`src/rtl/hazard_pkg.sv`:
```
// hazard_pkg: shared types and defaults for the pipeline hazard controller.
package hazard_pkg;
  localparam int DEF_REG_ADDR_WIDTH = 5;
  typedef enum logic [1:0] {
    FWD_RF    = 2'b00,
    FWD_MEMWB = 2'b01,
    FWD_EXMEM = 2'b10
  } fwd_sel_e;
  typedef enum logic {
    RUN     = 1'b0,
    BR_PEND = 1'b1
  } hz_state_e;
endpackage

```
`src/rtl/fwd_sel_unit.sv`:
```
// fwd_sel_unit: forwarding source select for one EX operand, EXMEM over MEMWB.
module fwd_sel_unit
  import hazard_pkg::*;
#(
  parameter int W = DEF_REG_ADDR_WIDTH
) (
  input  logic [W-1:0] rs,
  input  logic [W-1:0] exmem_rd,
  input  logic         exmem_we,
  input  logic [W-1:0] memwb_rd,
  input  logic         memwb_we,
  output fwd_sel_e     sel
);
  assign sel = (exmem_we && exmem_rd != '0 && exmem_rd == rs) ? FWD_EXMEM :
               (memwb_we && memwb_rd != '0 && memwb_rd == rs) ? FWD_MEMWB : FWD_RF;
endmodule

```
`src/rtl/pipeline_hazard_ctrl.sv`:
```
// pipeline_hazard_ctrl: stall/flush/forwarding control for the 5-stage pipeline.
// Define HAZARD_PERF_CNT_EN to add saturating stall/redirect/load-use counters.
module pipeline_hazard_ctrl
  import hazard_pkg::*;
#(
  parameter int REG_ADDR_WIDTH = DEF_REG_ADDR_WIDTH
`ifdef HAZARD_PERF_CNT_EN
  , parameter int CNT_WIDTH = 32
`endif
) (
  input  logic                      clk_i,
  input  logic                      rst_i,
  input  logic [REG_ADDR_WIDTH-1:0] IFID_rs1,
  input  logic [REG_ADDR_WIDTH-1:0] IFID_rs2,
  input  logic [REG_ADDR_WIDTH-1:0] IDEX_rs1,
  input  logic [REG_ADDR_WIDTH-1:0] IDEX_rs2,
  input  logic [REG_ADDR_WIDTH-1:0] IDEX_rd,
  input  logic                      IDEX_MemRead,
  input  logic [REG_ADDR_WIDTH-1:0] EXMEM_rd,
  input  logic                      EXMEMRegWrite,
  input  logic [REG_ADDR_WIDTH-1:0] MEMWB_rd,
  input  logic                      MEMWBRegWrite,
  input  logic                      branch_taken,
  input  logic                      if_req,
  input  logic                      if_ack,
  input  logic                      mem_req,
  input  logic                      mem_ack,
  output logic [1:0]                fwd_sel_a,
  output logic [1:0]                fwd_sel_b,
  output logic                      stall_if,
  output logic                      stall_id,
  output logic                      stall_ex,
  output logic                      stall_mem,
  output logic                      flush_id,
  output logic                      flush_ex,
  output logic                      flush_wb,
  output logic                      pc_redirect
`ifdef HAZARD_PERF_CNT_EN
  , output logic [CNT_WIDTH-1:0]    perf_stall_cnt,
  output logic [CNT_WIDTH-1:0]      perf_flush_cnt,
  output logic [CNT_WIDTH-1:0]      perf_lu_cnt
`endif
);
  fwd_sel_e  sel_a, sel_b;
  hz_state_e state, state_n;
  logic      mem_busy, if_busy, load_use, pend, take_br, lu_hit, if_hold;
  fwd_sel_unit #(.W(REG_ADDR_WIDTH)) u_fwd_a (
    .rs(IDEX_rs1), .exmem_rd(EXMEM_rd), .exmem_we(EXMEMRegWrite),
    .memwb_rd(MEMWB_rd), .memwb_we(MEMWBRegWrite), .sel(sel_a)
  );
  fwd_sel_unit #(.W(REG_ADDR_WIDTH)) u_fwd_b (
    .rs(IDEX_rs2), .exmem_rd(EXMEM_rd), .exmem_we(EXMEMRegWrite),
    .memwb_rd(MEMWB_rd), .memwb_we(MEMWBRegWrite), .sel(sel_b)
  );
  assign fwd_sel_a = sel_a;
  assign fwd_sel_b = sel_b;
  always_ff @(posedge clk_i or posedge rst_i)
    if (rst_i) state <= RUN;
    else       state <= state_n;
  // In BR_PEND, EX holds a bubble, so only the MEM wait and the fetch matter.
  always_comb begin
    mem_busy    = mem_req && !mem_ack;
    if_busy     = if_req && !if_ack;
    load_use    = IDEX_MemRead && IDEX_rd != '0 && (IDEX_rd == IFID_rs1 || IDEX_rd == IFID_rs2);
    pend        = state == BR_PEND;
    take_br     = !pend && !mem_busy && branch_taken;
    lu_hit      = !pend && !mem_busy && !branch_taken && load_use;
    if_hold     = !pend && !mem_busy && !branch_taken && !load_use && if_busy;
    flush_id    = pend || take_br || if_hold;
    flush_ex    = take_br || lu_hit;
    flush_wb    = mem_busy;
    pc_redirect = take_br;
    stall_if    = mem_busy || lu_hit || if_hold || (pend && if_busy);
    stall_id    = (mem_busy || lu_hit) && !flush_id;
    stall_ex    = mem_busy && !flush_ex;
    stall_mem   = mem_busy;
    state_n     = pend ? (if_ack ? RUN : BR_PEND) : ((take_br && if_busy) ? BR_PEND : RUN);
  end
`ifdef HAZARD_PERF_CNT_EN
  always_ff @(posedge clk_i or posedge rst_i)
    if (rst_i) begin
      perf_stall_cnt <= '0;
      perf_flush_cnt <= '0;
      perf_lu_cnt    <= '0;
    end else begin
      if (stall_if && !(&perf_stall_cnt))    perf_stall_cnt <= perf_stall_cnt + 1'b1;
      if (pc_redirect && !(&perf_flush_cnt)) perf_flush_cnt <= perf_flush_cnt + 1'b1;
      if (lu_hit && !(&perf_lu_cnt))         perf_lu_cnt    <= perf_lu_cnt + 1'b1;
    end
`endif
endmodule

```
`config.mk`:
```
export PLATFORM = sky130hd
export DESIGN_NAME = pipeline_hazard_ctrl
export DESIGN_NICKNAME = d
export VERILOG_FILES = /design/src/rtl/hazard_pkg.sv /design/src/rtl/fwd_sel_unit.sv /design/src/rtl/pipeline_hazard_ctrl.sv
export SDC_FILE = /design/constraint.sdc
export NUM_CORES = 1
export LEC_CHECK = 0
export CORE_UTILIZATION = 25
export DETAILED_ROUTE_END_ITERATION = 10
export PLACE_DENSITY = 0.71
export RECOVER_POWER = 50
export SETUP_SLACK_MARGIN = 0.05
export SYNTH_ARGS = -nofsm -noshare
export SYNTH_HDL_FRONTEND = slang
export SYNTH_HIERARCHICAL = 1
export SYNTH_SLANG_ARGS = --single-unit
```
`constraint.sdc`:
```
create_clock -name clk_i -period 1.9 [get_ports clk_i]
set_clock_uncertainty 0.05 [all_clocks]
set_input_delay 0.38 -clock clk_i [delete_from_list [all_inputs] [get_ports clk_i]]
set_output_delay 0.38 -clock clk_i [all_outputs]
set_load 0.05 [all_outputs]
```
==> impl_metrics.tcl <==
set metrics [dict create \
    antenna_found_initial 0 \
    gr-usage-met1_pct 25.4 \
    tightest_slew_ps 595 \
    utilization_pct 78.3 \
    place_ws_ps -573 \
    overflow 0 \
    synth_edf_count 0 \
    path_cells "clkdlybuf4s15_1, xnor2_1, nand3_1, o22ai_2, o2111ai_4, o21ai_2, buf_12" \
    crit_buf_inv 2 \
    dieWidth_um 49.2 \
    largest_reg_flops 1 \
    synth_flop_cell "dfrtp_1" \
    synthArstFlopShare_pct 100 \
    netlist.top_cell.by_area "xnor2_1" \
    synth-seq-area-share_pct 4.49 \
    finalHoldViolCount 0 \
    ys_top_cells_by_count "xnor2_1, nand2_1, a21oi_1, nand3_1, xor2_1" \
    die_area_um2 2420 \
    synth_cell_types 22 \
    arrival_ps 1640 \
    cap_viol_max_count 0 \
    clkLatencyLatePin_ps 0 \
    critPathMaxFanout 4 \
    yosys_warnings 6 \
    drt_iter0_drc 4 \
    rows 16 \
    period_share_pct 109 \
    die_h_um 49.2 \
    crit_slowest_cell "o21ai_2" \
    synth_xor_area_share_pct 40.9 \
    syn2layout_area_growth_pct 184 \
    r2r_start "pend" \
    vias_per_cell 4.90 \
    setup_slack_ps -172 \
    syn_area_um2 557 \
    synth_top_cell_area_share_pct 31.5 \
    cp_top_family "compound AO/OA/AOI/OAI gates" \
    finalSetupTns_ps -648 \
    yosys_register_bits 1 \
    grtUsageTotal_pct 21.5 \
    firstDrtPassIters 4 \
    use_met3_pct 3.74 \
    port_buffers 56 \
    violations "setup timing" \
    core_area_um2 2020 \
    setup-violations-final 6 \
    avgSynthCellArea_um2 7.33 \
    syn_inst 76 \
    worstSetupEndpointType "primary output" \
    wl_per_cell_um 14.5 \
    boundaryPins 57 \
    synth_compound_area_share_pct 23.4 \
    place_area_um2 1440 \
    slowest_delay_ps 240 \
    max_slew_margin_pct 60.5 \
    stdcell_area_um2 1580 \
    min_from "pend" \
    fmax_mhz 483 \
    hp-class "reg -> reg" \
    drive_gt1_share_pct 61.3 \
    vias 867 \
    n_antenna_cell 0 \
    power.density_nw_per_um2 275 \
    synth_area_leaders "xnor2_1, xor2_1, o41ai_2" \
    grt_pass1_wl_um 4170 \
    min_period_ps 2070 \
    synth_top_family_by_area "XOR/XNOR gates" \
    synth_mux_area_share_pct 0 \
    cts_hold_buf 0 \
    yosys.area_share.adder_pct 0 \
    finalWeightedCongestion 0.791 \
    synthSimpleGateAreaFrac_pct 27.9 \
    route.detailed.drc 0 \
    first_global_vias 932 \
    hpwl_um 1880 \
    yosysMostFrequentCell "xnor2_1" \
    crit_start "IFID_rs1[2]" \
    rsz0062_at_grt "true" \
    startpoint_type "primary input" \
    required_ps 1470 \
    initial_core_util_pct 27.5 \
    peakVddDrop_mv 0.265 \
    grt-busiest-layer "met2" \
    nets 197 \
    drv_slew 0 \
    drtAntennaViolNets 0 \
    leakage_nw 0.671 \
    gr-usage-met2_pct 42.0 \
    syn_nets 121 \
    wl_um 2570 \
    path_class "in -> out" \
    status "complete, but fails checks" \
    grt_max_degree 6 \
    clkTransAtPathRegs_ps 0 \
]
[what timing repair did]
item,in CTS,in global routing
resized for setup,136,31
setup endpoints to repair,9,8
buffers inserted,6,0
pin swaps,43,25
[placed cells by master, fill, tap and decap left out, types with 5 or more instances in the layout]
cell type	instances
clkdlybuf4s15_1	5
buf_2	12
buf_6	10
buf_4	12
buf_12	9
xor2_1	6
xnor2_1	8
xnor2_2	12
clkbuf_2	7
clkdlybuf4s50_1	5
nand2_1	6
dlygate4sd2_1	5
[worst register-to-register path: cells and delay by family (launching register included)]
kind                   cells  cell delay [ps]
AO/OA/AOI/OAI              1               80
buffers and inverters      1              190
flip-flops                 1              360
AND/OR/NAND/NOR            3              420
[path summary, 6_finish.rpt]
path / end / slack, ps / depth (start not counted)
max in group asynchronous: pend / 1100 / 2
worst max-delay path: stall_if / -170 / 7
worst min register to register: pend / 470 / 2
worst max register to register: pend / 730 / 5
min in group asynchronous: pend / 610 / 2
worst min-delay path: pend / 470 / 2
[per-stage QoR]
| stage | std cells | hold WS (ps) | total power [mW] |
|---|---|---|---|
| floorplan | 76 | 58.7 | 0.182 |
| global placement | 172 | 464 | 0.391 |
| detailed placement | 172 | 471 | 0.397 |
| CTS | 177 | 470 | 0.425 |
| global route | 177 | 499 | 0.459 |
| finish | 177 | 470 | 0.436 |
[power breakdown]
part           total [mW]  leakage (nW)  internal (mW)  switching (mW)
logic               0.412         0.657          0.213           0.199
clock network           0             0              0               0
registers          0.0240        0.0134         0.0231        0.000919
[area by class of cell]
type                       instances  area [µm²]
multi-input combinational         71         771
timing repair buffer              76         747
fill                             123         438
tap                               27        33.8
sequential                         1        25.0
inverter                           2        7.51
[kinds of logic (layout without fill, tap and decap cells)]
group	count (synthesis)	count (layout)
AND/OR/NAND/NOR	30	30
XOR/XNOR	26	26
AO/OA/AOI/OAI	15	15
buffers and inverters	4	78
flip-flops	1	1
[routing by layer]
layer | part of all wire (%) | wire [µm]
met4 | 0 | 0
met3 | 8.6 | 221
met5 | 0 | 0
met1 | 40 | 1020
met2 | 51 | 1320
Note: power is estimated with default switching activity, not from simulation.
